### config.mk
export PLATFORM = sky130hd
export DESIGN_NAME = par_to_serial_l3
export DESIGN_NICKNAME = d
export VERILOG_FILES = /design/src/rtl/par_to_serial_l3.sv
export SDC_FILE = /design/constraint.sdc
export NUM_CORES = 1
export LEC_CHECK = 0
export ABC_CLOCK_PERIOD_IN_PS = 5000
export CORE_MARGIN = 5
export CORE_UTILIZATION = 52
export CTS_CLUSTER_DIAMETER = 150
export DETAILED_ROUTE_END_ITERATION = 10
export PLACE_DENSITY = 0.84
export SYNTH_ARGS = -nofsm -noshare
export SYNTH_HDL_FRONTEND = slang
export SYNTH_SLANG_ARGS = --single-unit
### constraint.sdc
create_clock -name clk_32f -period 5 [get_ports clk_32f]
set_input_delay 1 -clock clk_32f [delete_from_list [all_inputs] [get_ports clk_32f]]
set_output_delay 1 -clock clk_32f [all_outputs]
set_load 0.005 [all_outputs]
### src/rtl/par_to_serial_l3.sv
// Final transmit stage: byte-to-serial converter, MSB first.
// Sends an idle preamble after reset, then data or idle chars.
module par_to_serial_l3 #(
    parameter logic [7:0]  IDLE_CHAR = 8'hBC,
    parameter int unsigned MIN_IDLE  = 4
) (
    input  logic       clk_32f,
    input  logic       reset_L,
    input  logic [7:0] data_in,
    input  logic       valid_in,
    output logic       data_out,
    output logic       word_start,
    output logic       active_out,
    output logic       ready_out
);

    typedef enum logic {
        INIT,
        RUN
    } state_t;

    localparam logic [3:0] IDLE_LAST = 4'(MIN_IDLE - 1);

    state_t     state;
    logic [7:0] shift_reg;
    logic [2:0] bit_cnt;
    logic [3:0] idle_cnt;

    logic       load_edge;
    logic       take_data;
    logic [7:0] load_word;

    // bit_cnt resets to 7 so the first edge after reset loads
    assign load_edge = (bit_cnt == 3'd7);
    assign take_data = (state == RUN) && valid_in;
    assign load_word = take_data ? data_in : IDLE_CHAR;
    assign data_out  = shift_reg[7];

    // Shift register, bit counter and per-character flags
    always_ff @(posedge clk_32f or negedge reset_L) begin
        if (!reset_L) begin
            shift_reg  <= 8'h00;
            bit_cnt    <= 3'd7;
            word_start <= 1'b0;
            active_out <= 1'b0;
        end else if (load_edge) begin
            shift_reg  <= load_word;
            bit_cnt    <= 3'd0;
            word_start <= 1'b1;
            active_out <= take_data;
        end else begin
            shift_reg  <= {shift_reg[6:0], 1'b0};
            bit_cnt    <= bit_cnt + 3'd1;
            word_start <= 1'b0;
        end
    end

    // Preamble FSM: count idle chars, then open the data path
    always_ff @(posedge clk_32f or negedge reset_L) begin
        if (!reset_L) begin
            state     <= INIT;
            idle_cnt  <= 4'd0;
            ready_out <= 1'b0;
        end else if (load_edge) begin
            unique case (state)
                INIT: begin
                    if (idle_cnt == IDLE_LAST) begin
                        state     <= RUN;
                        ready_out <= 1'b1;
                    end else begin
                        idle_cnt <= idle_cnt + 4'd1;
                    end
                end
                RUN: begin
                    ready_out <= 1'b1;
                end
            endcase
        end
    end

endmodule

; After elaboration in Yosys (flattened, before gate mapping)
; Index checks and enable logic that the tools add are counted.
[word_totals]
reg_bits = 19
input_bits = 11
out_inout_bits = 4
[op_classes]
n_addsub = 2
eq_ne = 3
mux = 8
bitwise = 2
n_reduce_logical = 3
[ops]
columns = operator, n
row1 = $mux 8, 2
row2 = $add 4x1->4 const B, 1
row3 = $eq 4x2->1 const B, 1
row4 = $mux 1, 4
row5 = $add 3x1->3 const B, 1
row6 = $eq 3x3->1 const B, 1
row7 = $mux 3, 1
row8 = $reduce_and 3->1, 1
row9 = $ne 2x2->1 const B, 1
row10 = $not 1->1, 2
row11 = $pmux 1 s2, 1
row12 = $reduce_and 2->1, 1
row13 = $logic_and 1x1->1, 1

; Logic depth before layout (Yosys ltp)
; Gate-level depths: netlist of the first run.
[depth]
depth_word = 3
ltp_mapped = 5
mapped_depth_nobuf = 5

; Worst setup path after synthesis of the first run
; OpenSTA, ideal clock, no wires.
[synth_timing]
kind = register to register
startpoint = register bit_cnt[0]
endpoint = register idle_cnt[1]
setup_ns = 0.125
arrival_ns = 1.472
required_time_ns = 4.875
setup_slack_ns = 3.403
path_stages_with_launch = 6
n_path_buf = 0
synth_period_minus_slack_ns = 1.597
path_cell_list = dfstp_2 ha_1 ha_1 nor2b_2 nor2b_2 mux2_4
[synth_via]
elab_chain_len = 2
[synth_rtl]
columns = item, line_no
row1 = start: declaration, 26  ; logic [2:0] bit_cnt;
row2 = start signal: assignment, 53  ; bit_cnt <= bit_cnt + 3'd1;
row3 = $eq 3x3->1, 34  ; assign load_edge = (bit_cnt == 3'd7);
row4 = $reduce_and 3->1 (no source line), n/a
row5 = end signal: assignment, 71  ; idle_cnt <= idle_cnt + 4'd1;
row6 = end: declaration, 27  ; logic [3:0] idle_cnt;
; Every way passes these cells.
; A chain may end at the register's enable or synchronous reset.

; Final worst setup path of the first run
; Same ends and word-level chain as after synthesis.

==> results of run 1 <==
## cell usage after synthesis
master                     count
sky130_fd_sc_hd__nand3_1       1
sky130_fd_sc_hd__nor2_1       12
sky130_fd_sc_hd__dfrtp_1      16
sky130_fd_sc_hd__a21o_1        1
sky130_fd_sc_hd__xor2_1        1
sky130_fd_sc_hd__mux2_1        1
sky130_fd_sc_hd__ha_1          4
sky130_fd_sc_hd__o21ai_1       1
sky130_fd_sc_hd__nand2_1       5
sky130_fd_sc_hd__nor3b_2       1
sky130_fd_sc_hd__nand4_1       1
sky130_fd_sc_hd__nand2b_1      1
sky130_fd_sc_hd__nor2b_1       2
sky130_fd_sc_hd__inv_1         3
sky130_fd_sc_hd__mux2_4        1
sky130_fd_sc_hd__clkbuf_1      2
sky130_fd_sc_hd__o22ai_1       2
sky130_fd_sc_hd__dfstp_2       3
sky130_fd_sc_hd__nor2b_2       2
sky130_fd_sc_hd__o21ai_0       1
sky130_fd_sc_hd__xnor2_1       1
sky130_fd_sc_hd__a21oi_1       5
## per-layer routing
| metal | vias up | routed length [um] |
|---|---|---|
| met5 | - | 0 |
| met4 | 0 | 12 |
| met3 | 2 | 71 |
| met2 | 9 | 540 |
| met1 | 234 | 525 |
| li1 | 252 | - |
## how the worst max path moves through the flow
| stage | from | endpoint | slack [ps] | cells past startpoint |
|---|---|---|---|---|
| 3_3_place_gp | bit_cnt[0] | idle_cnt[1] | 2900 | 5 |
| 6_report | bit_cnt[0] | idle_cnt[1] | 2810 | 5 |
| 5_1_grt | bit_cnt[0] | idle_cnt[1] | 2630 | 5 |
| 2_1_floorplan | bit_cnt[0] | idle_cnt[1] | 3400 | 5 |
| 3_5_place_dp | bit_cnt[0] | idle_cnt[1] | 2820 | 5 |
| 4_1_cts | bit_cnt[0] | idle_cnt[1] | 2800 | 5 |
## worst max-delay path, cell delays in order, from the launching register on
cell	delay, ps
sky130_fd_sc_hd__dfstp_2	550
sky130_fd_sc_hd__ha_1	170
sky130_fd_sc_hd__ha_1	550
sky130_fd_sc_hd__nor2b_2	280
sky130_fd_sc_hd__nor2b_2	210
sky130_fd_sc_hd__mux2_4	310
## cell families (layout without fill, tap and decap cells)
| family | Yosys count | in the layout | share of synthesized area [%] |
|---|---|---|---|
| multiplexers | 2 | 2 | 3.41 |
| XOR/XNOR | 2 | 2 | 2.27 |
| flip-flops | 19 | 19 | 62.2 |
| buffers and inverters | 5 | 21 | 2.44 |
| AND/OR/NAND/NOR | 25 | 25 | 16.1 |
| adder cells (fa/ha/maj) | 4 | 4 | 6.49 |
| AO/OA/AOI/OAI | 10 | 10 | 7.14 |
## power by group
part	internal [mW]	leakage [nW]	switching (mW)
logic	0.00992	0.185	0.00684
registers	0.157	0.214	0.00107
clock network	0.0297	0.0177	0.0449
total	0.197	0.416	0.0528
## per-stage QoR
step,setup WS (ps),utilization (%),std cells
CTS,2800,70.3,98
detailed placement,2820,68.3,94
global route,2630,70.3,98
global placement,2900,68.3,94
floorplan,3400,-,67
finish,2810,70.3,98
## final cells by class
cell class,instances,area share [%]
Sequential cell,19,50.5
Multi-Input combinational cell,43,28.7
Timing Repair Buffer,14,14.8
Clock buffer,3,2.37
Tap cell,15,1.98
Inverter,3,1.19
Clock inverter,1,0.527
==> reports/qor.log, run 1 <==
INFO  outcome        run_status=complete, no violations
INFO  detailed_routing final_antenna_net_count=0
INFO  timing         fmax=0.458GHz
INFO  critical_path  critical_r2r_capture=idle_cnt[1]
INFO  run            max_cap_viol_count=0
INFO  timing         max_slew_headroom_at_the_worst_pin=47.0%
INFO  synthesis      ys.warnings.count=0
INFO  layout         multiInputGateArea=273um2
INFO  critical_path  setup.worst_path.class=flip-flop to flip-flop
INFO  grt            use_met3=3.98%
INFO  timing         finalWorstPathRequiredPeriod=2190ps
INFO  timing         tns=0ps
INFO  clock_network  postCtsSetupBuffers=0
INFO  critical_path  crit_required=5180ps
INFO  die            core_region_area=1350um2
INFO  worst_hold_path launch_point_of_the_worst_hold_path=ready_out
INFO  detailed_routing wl=1.15mm
INFO  die            row_count=13
INFO  die            start_util=57.1%
INFO  critical_path  critical_path.startpoint_type=flip-flop
INFO  detailed_routing routed_via_density=5.07
INFO  layout         finalNetCount=99
INFO  timing         report.final.setup_viol=0
INFO  detailed_routing first_pass_iters=4
INFO  critical_path  worst_setup_path_end_kind=flip-flop
INFO  detailed_routing drt_first_iter_violations=6
INFO  clock_network  clock_sink_count=19
INFO  layout         area.sequential=479um2
INFO  critical_path  cp_max_fo=21
INFO  synthesis      syn-mean-instance-area=11.5um2
INFO  grt            groute.layer.met2.usage=16.1%
INFO  timing         report.final.hold_viol_count=0
INFO  timing         final-max-slew-violation-count=0
INFO  critical_path  regToRegSetupSlack=2810ps
INFO  detailed_routing num_vias=497
INFO  grt            globalRoute.busiestLayer=met2
INFO  placement      buffer_ports.inserted=14
INFO  clock_network  clkSlewWorstSetupHoldPaths=100ps
INFO  clock_network  cts_hold_buf=0
INFO  grt            grt_start_max_net_pins=22
INFO  detailed_routing post_drt_wl_per_cell=11.7um
INFO  worst_hold_path min_delay_path_depth=1
INFO  grt            first_pass_grt_wire_length=2.10mm
INFO  synthesis      ys_seq_elements=19
INFO  grt            groute.layer.met1.usage=14.3%
INFO  layout         n_antenna_cell=0
INFO  clock_network  cts_tree=built
INFO  placement      finalWeightedCongestion=0.715
INFO  timing         slew_at_the_pin_with_the_worst_max_slew_slack=793ps
INFO  timing         final.period_utilization=43.7%
INFO  layout         number_of_flip_flops_under_the_largest_register_name=8
INFO  synthesis      synth_fp_nets=82
INFO  detailed_routing drc=0
INFO  worst_hold_path min_path_type=flip-flop to flip-flop
INFO  synthesis      post-synth-top-area-cell=sky130_fd_sc_hd__dfrtp_1
INFO  synthesis      ys_types=22
INFO  grt            number_of_global_route_vias_before_repair=490
INFO  layout         final_cell_area=950um2
INFO  synthesis      synthDominantCellAreaShare=51.9%
INFO  layout         area_overhead_of_the_layout_relative_to_synthesis=23.2%
INFO  placement      post_dp_cell_area=922um2
INFO  synthesis      post_synth_inst_count=67
INFO  layout         commonest_cells_after_routing_fill_and_taps_aside=sky130_fd_sc_hd__dfrtp_1, sky130_fd_sc_hd__clkdlybuf4s50_1, sky130_fd_sc_hd__nor2_1, sky130_fd_sc_hd__nand2_1, sky130_fd_sc_hd__a21oi_1
INFO  critical_path  timing.rr.start=bit_cnt[0]
INFO  critical_path  cp_data_arrival_time=2370ps
INFO  clock_network  cts_htree_levels=1
INFO  critical_path  rr_worst_depth=5
INFO  power_and_ir_drop power_per_standard_cell_area=263nW/um2
INFO  timing         fin_worst_skew=1.32ps
INFO  die            die_width=48.5um
INFO  grt            global_route.overflow_total=0
INFO  die            die_area=2350um2
INFO  synthesis      synth.top_cells.by_area=sky130_fd_sc_hd__dfrtp_1, sky130_fd_sc_hd__dfstp_2, sky130_fd_sc_hd__ha_1
INFO  synthesis      ys_seq_area_share=62.2%
INFO  die            die-height=48.5um
INFO  clock_network  later_pin_clock_latency_in_the_skew_report=290ps
INFO  die            design.portCount=15
INFO  layout         final.fill_count=106
INFO  clock_network  clock_tree.buffer_depth=2
INFO  power_and_ir_drop report.power.total=0.249mW
INFO  timing         rsz_0062_raised_after_global_routing=no
INFO  placement      hpwl=871um
INFO  power_and_ir_drop leakage=0.416nW
INFO  synthesis      syn_area=771um2
INFO  clock_network  post_cts.resized_instances=0
INFO  layout         most_common_cell_after_layout_fill_and_taps_aside=sky130_fd_sc_hd__dfrtp_1
INFO  grt            grt_util_all_layers=11.2%
INFO  clock_network  clockRootBuffer=sky130_fd_sc_hd__clkbuf_4
INFO  worst_hold_path worst_hold_path.endpoint=ready_out
INFO  power_and_ir_drop irDropWorstVdd=173uV
INFO  grt            grt_antenna_before_repair=0
INFO  layout         drive_above_1_share=13.3%
INFO  timing         worst_hold_slack=499ps
INFO  clock_network  tritoncts.num_buffers=3
(Power assumes the default switching activity.)
==> inputs of run 2 (changes only) <==
Settings changed: ABC_CLOCK_PERIOD_IN_PS 5000 to 2000, CORE_UTILIZATION 52 to 43, PLACE_DENSITY 0.84 to 0.75.
Clock period 5 ns to 2 ns, I/O delays scaled along.
==> reports/qor.log, run 2 (synthesis gave the netlist of run 1 again) <==
INFO  outcome        run_status=complete, no violations
INFO  clock_network  later_pin_clock_latency_in_the_skew_report=300ps
INFO  layout         number_of_flip_flops_under_the_largest_register_name=8
INFO  power_and_ir_drop report.power.total=0.633mW
INFO  detailed_routing drc=0
INFO  detailed_routing wl=1.31mm
INFO  timing         fin_worst_skew=5.67ps
INFO  layout         most_common_cell_after_layout_fill_and_taps_aside=sky130_fd_sc_hd__dfrtp_1
INFO  clock_network  clockRootBuffer=sky130_fd_sc_hd__clkbuf_4
INFO  worst_hold_path min_path_type=primary input to asynchronous set/reset pin
INFO  power_and_ir_drop irDropWorstVdd=336uV
INFO  clock_network  cts_tree=built
INFO  placement      finalWeightedCongestion=0.716
INFO  grt            global_route.overflow_total=0
INFO  timing         final.period_utilization=83.6%
INFO  grt            grt_util_all_layers=11.7%
INFO  clock_network  postCtsSetupBuffers=0
INFO  clock_network  tritoncts.num_buffers=3
INFO  critical_path  setup.worst_path.class=flip-flop to flip-flop
INFO  die            die_width=52.3um
INFO  placement      inst_count_dp=106
INFO  detailed_routing post_drt_wl_per_cell=11.9um
INFO  grt            first_pass_grt_wire_length=2.28mm
INFO  timing         slew_at_the_pin_with_the_worst_max_slew_slack=380ps
INFO  layout         commonest_cells_after_routing_fill_and_taps_aside=sky130_fd_sc_hd__dfrtp_1, sky130_fd_sc_hd__clkdlybuf4s50_1, sky130_fd_sc_hd__nor2_1, sky130_fd_sc_hd__nand2_1, sky130_fd_sc_hd__a21oi_1
INFO  die            die_area=2740um2
INFO  critical_path  cp_max_fo=3
INFO  clock_network  cts_htree_levels=1
INFO  power_and_ir_drop leakage=0.427nW
INFO  timing         rsz_0062_raised_after_global_routing=no
INFO  critical_path  critical_path.startpoint_type=flip-flop
INFO  run            max_cap_viol_count=0
INFO  layout         n_antenna_cell=0
INFO  detailed_routing final_antenna_net_count=0
INFO  grt            grt_start_max_net_pins=21
INFO  detailed_routing drt_first_iter_violations=12
INFO  timing         report.final.hold_viol_count=0
INFO  timing         finalWorstPathRequiredPeriod=1670ps
INFO  timing         report.final.setup_viol=0
INFO  layout         final.fill_count=156
INFO  grt            number_of_global_route_vias_before_repair=509
INFO  placement      hpwl=949um
INFO  clock_network  clkSlewWorstSetupHoldPaths=110ps
INFO  critical_path  worst_setup_path_end_kind=flip-flop
INFO  critical_path  crit_required=2190ps
INFO  detailed_routing first_pass_iters=4
INFO  layout         final_cell_area=977um2
INFO  timing         fmax=0.598GHz
INFO  die            start_util=45.1%
INFO  placement      buffer_ports.inserted=14
INFO  critical_path  setup.worst_path.start=bit_cnt[0]
INFO  timing         max_slew_headroom_at_the_worst_pin=74.6%
INFO  layout         area_overhead_of_the_layout_relative_to_synthesis=26.8%
INFO  placement      post_dp_cell_area=950um2
INFO  die            die-height=52.3um
INFO  die            core_region_area=1710um2
INFO  power_and_ir_drop power_per_standard_cell_area=648nW/um2
INFO  detailed_routing routed_via_density=4.69
INFO  clock_network  clock_tree.buffer_depth=2
INFO  layout         fin_cells=110
INFO  grt            grt_antenna_before_repair=0
INFO  clock_network  post_cts.resized_instances=0
INFO  timing         tns=0ps
INFO  detailed_routing num_vias=516
INFO  layout         finalNetCount=101
INFO  clock_network  cts_hold_buf=0
INFO  clock_network  clock_sink_count=19
INFO  die            design.portCount=15
INFO  critical_path  timing.rr.start=bit_cnt[0]
INFO  layout         drive_above_1_share=15.3%
INFO  die            row_count=15
INFO  timing         final-max-slew-violation-count=0
INFO  layout         utilization=57.2%
INFO  critical_path  cp_data_arrival_time=1860ps
## run 2: cell count changes in the layout (fill, tap and decap cells not counted), sizes merged
cell	before	now
buf	0	2
## run 2: worst max-delay path, stage by stage (launching register included)
cell,delay (ps)
sky130_fd_sc_hd__dfstp_2,560
sky130_fd_sc_hd__ha_1,160
sky130_fd_sc_hd__ha_1,160
sky130_fd_sc_hd__nor2b_2,170
sky130_fd_sc_hd__nor2b_2,210
sky130_fd_sc_hd__mux2_4,310
## run 2: layout make-up
| class | instances | area [um2] | share of cell area (%) |
|---|---|---|---|
| multi-input combinational | 43 | 273 | 27.9 |
| clock buffer | 3 | 22.5 | 2.30 |
| tap | 25 | 31.3 | 3.20 |
| clock inverter | 1 | 5.00 | 0.512 |
| timing repair buffer | 16 | 155 | 15.9 |
| sequential | 19 | 479 | 49.0 |
| inverter | 3 | 11.3 | 1.15 |
## run 2: worst paths after layout
| check | cells after the start | slack (ps) | to |
|---|---|---|---|
| worst max-delay path | 5 | 330 | idle_cnt[1] |
| worst min-delay path | 1 | 370 | shift_reg[1] |
| worst max register to register | 5 | 330 | idle_cnt[1] |
| worst min register to register | 1 | 480 | ready_out |
| max in group asynchronous | 2 | 1140 | word_start |
| min in group clk_32f | 1 | 480 | ready_out |
## run 2: routing by layer
layer  vias up  wire (um)  GRT usage [%]
li1        257          -              -
met4         0         32           6.38
met1       244        600           14.8
met2        10        620           17.8
met5         -          0              0
met3         5         53           3.42
## run 2: report_power, final
part / internal, mW / switching, mW / leakage (nW) / total, mW
Sequential: 0.392 / 0.00238 / 0.214 / 0.395
Combinational: 0.0261 / 0.0185 / 0.195 / 0.0446
Clock: 0.0746 / 0.120 / 0.0177 / 0.194
## run 2: stage by stage
stage                     setup WS, ps  hold slack, ps
after floorplan                    403             104
after global placement             398             447
after detailed placement           337             451
after CTS                          315             381
after global routing               230             386
final                              328             369
==> inputs of run 3 (changes only) <==
Settings changed: ABC_CLOCK_PERIOD_IN_PS 2000 to 1500.
Clock period 2 ns to 1.5 ns, I/O delays scaled along.
==> reports/qor.log, run 3 (synthesis gave the netlist of run 1 again) <==
INFO  die            start_util=45.1%
INFO  critical_path  setup.worst_path.start=bit_cnt[0]
INFO  critical_path  timing.rr.start=bit_cnt[0]
INFO  die            core_region_area=1710um2
INFO  layout         finalNetCount=103
INFO  placement      inst_count_dp=107
INFO  grt            grt_start_max_net_pins=21
INFO  detailed_routing drt_first_iter_violations=3
INFO  timing         fin_worst_skew=4.44ps
INFO  critical_path  setup.worst_path.class=flip-flop to flip-flop
INFO  power_and_ir_drop power_switching_share=21.5%
INFO  grt            grt_antenna_before_repair=0
INFO  outcome        run_status=complete, but fails checks
INFO  timing         final-max-slew-violation-count=0
INFO  layout         n_antenna_cell=0
INFO  timing         worst_slack=-40.4ps
INFO  clock_network  cts_tree=built
INFO  clock_network  clkSlewWorstSetupHoldPaths=100ps
INFO  critical_path  crit_required=1690ps
INFO  timing         report.final.setup_viol=1
INFO  timing         slew_at_the_pin_with_the_worst_max_slew_slack=321ps
INFO  timing         tns=-40.4ps
INFO  grt            grt_util_all_layers=11.0%
INFO  outcome        violations=setup timing
INFO  layout         number_of_flip_flops_under_the_largest_register_name=8
INFO  power_and_ir_drop pwr-share-clk=30.2%
INFO  grt            global_route.overflow_total=0
INFO  power_and_ir_drop power_per_standard_cell_area=813nW/um2
INFO  detailed_routing wl=1.26mm
INFO  detailed_routing drc=0
INFO  timing         max_slew_headroom_at_the_worst_pin=78.5%
INFO  clock_network  cts_htree_levels=1
INFO  layout         area.sequential=479um2
INFO  layout         area_overhead_of_the_layout_relative_to_synthesis=33.6%
INFO  power_and_ir_drop seqPwrFrac=62.9%
INFO  critical_path  worst_setup_path_end_kind=flip-flop
INFO  timing         fmax=0.649GHz
INFO  die            die_area=2740um2
INFO  die            row_count=15
INFO  critical_path  critical_r2r_capture=idle_cnt[1]
INFO  grt            number_of_global_route_vias_before_repair=497
INFO  critical_path  critical_path.top_delay_family=flip-flops
INFO  die            die-height=52.3um
INFO  detailed_routing routed_via_density=4.59
INFO  power_and_ir_drop leakage=0.445nW
INFO  layout         final.fill_count=132
INFO  power_and_ir_drop internal_power=0.657mW
INFO  critical_path  worst_path_largest_cell_delay=560ps
INFO  critical_path  cp_max_fo=3
INFO  layout         most_common_cell_after_layout_fill_and_taps_aside=sky130_fd_sc_hd__dfrtp_1
INFO  detailed_routing num_vias=514
INFO  grt            first_pass_grt_wire_length=2.06mm
INFO  layout         fin_cells=112
INFO  layout         drive_above_1_share=19.5%
INFO  timing         final.period_utilization=103%
INFO  placement      hpwl=903um
INFO  detailed_routing post_drt_wl_per_cell=11.3um
INFO  critical_path  critical_path.startpoint_type=flip-flop
INFO  run            max_cap_viol_count=0
INFO  timing         finalWorstPathRequiredPeriod=1540ps
INFO  die            design.portCount=15
INFO  critical_path  number_of_cells_on_the_critical_path=5
INFO  detailed_routing first_pass_iters=3
INFO  clock_network  clock_tree.buffer_depth=2
INFO  critical_path  critical_path.slowest_cell=sky130_fd_sc_hd__dfstp_2
INFO  critical_path  endpoint=idle_cnt[1]
INFO  layout         multiInputGateArea=308um2
INFO  timing         rsz_0062_raised_after_global_routing=yes
INFO  clock_network  clockRootBuffer=sky130_fd_sc_hd__clkbuf_4
INFO  detailed_routing final_antenna_net_count=0
INFO  power_and_ir_drop irDropWorstVdd=695uV
INFO  clock_network  clock_sink_count=19
INFO  critical_path  cp_data_arrival_time=1730ps
INFO  timing         report.final.hold_viol_count=0
INFO  critical_path  regToRegSetupSlack=-40ps
INFO  critical_path  rr_worst_depth=5
INFO  layout         commonest_cells_after_routing_fill_and_taps_aside=sky130_fd_sc_hd__dfrtp_1, sky130_fd_sc_hd__clkdlybuf4s50_1, sky130_fd_sc_hd__nor2_1, sky130_fd_sc_hd__nand2_1, sky130_fd_sc_hd__a21oi_1
INFO  power_and_ir_drop p_switching=0.180mW
INFO  die            die_width=52.3um
INFO  placement      buffer_ports.inserted=14
INFO  clock_network  later_pin_clock_latency_in_the_skew_report=300ps
INFO  clock_network  tritoncts.num_buffers=3
INFO  placement      finalWeightedCongestion=0.736
INFO  critical_path  critPathBufInv=0
INFO  power_and_ir_drop comb_power_share=6.9%
INFO  critical_path  cells_traversed_along_the_worst_timing_path=ha_4 > ha_4 > nor2b_4 > nor2b_4 > mux2_4
INFO  worst_hold_path min_path_type=primary input to asynchronous set/reset pin
## run 3: how the worst min path moves through the flow
stage                   start            to  slack, ps  cells past startpoint
global route          reset_L     ready_out        330                      2
floorplan             reset_L    active_out          4                      0
global placement    ready_out     ready_out        450                      1
finish                reset_L     ready_out        310                      2
CTS                   reset_L  shift_reg[5]        300                      2
detailed placement  ready_out     ready_out        460                      1
## run 3: area by class of cell
cell class	instances	share of cell area, %
clock buffers	3	2.19
clock inverters	1	0.486
inverters	3	1.09
multi-input cells	43	29.9
flip-flops and latches	19	46.5
well taps	25	3.04
repair buffers	18	16.8
## run 3: through the flow
step                hold WS [ps]  area (um2)  power (mW)  utilization [%]  setup WS, ps
CTS                          303        1030       0.855             60.1         -62.7
global placement             449         992       0.594             58.1         -1.96
global route                 327        1030       0.875             60.3         -81.0
finish                       312        1030       0.837             60.3         -40.4
detailed placement           458         992       0.596             58.1         -37.6
floorplan                   4.41         806       0.549                -         -5.68
## run 3: worst reg2reg max path: cells and delay by family (launching register included)
| kind | cells | cell delay (ps) |
|---|---|---|
| flops | 1 | 560 |
| fa+ha+maj | 2 | 260 |
| simple gates | 2 | 310 |
| mux | 1 | 300 |
## run 3: power by group through the flow
stage / clock network [mW] / logic, mW / registers, mW
after floorplan: 0 / 0.0129 / 0.536
after global placement: 0 / 0.0587 / 0.536
after detailed placement: 0 / 0.0593 / 0.536
after CTS: 0.269 / 0.0595 / 0.527
after global routing: 0.283 / 0.0645 / 0.528
final: 0.253 / 0.0578 / 0.526
## run 3: repair_timing
| item | 4_1_cts | 5_1_grt |
|---|---|---|
| endpoints found under the setup margin | 1 | 5 |
| pin swaps | 2 | 1 |
| buffers inserted | 1 | 0 |
| gates cloned | 0 | 0 |
| gates resized for setup | 0 | 1 |
| hold buffers | 0 | 0 |
## run 3: metal layers
layer	wire (um)	global-route usage [%]	vias to the layer above
met1	520	11.8	240
met4	46	8.51	0
met5	0	0	-
met2	632	16.1	9
met3	65	5.41	5
li1	-	-	260
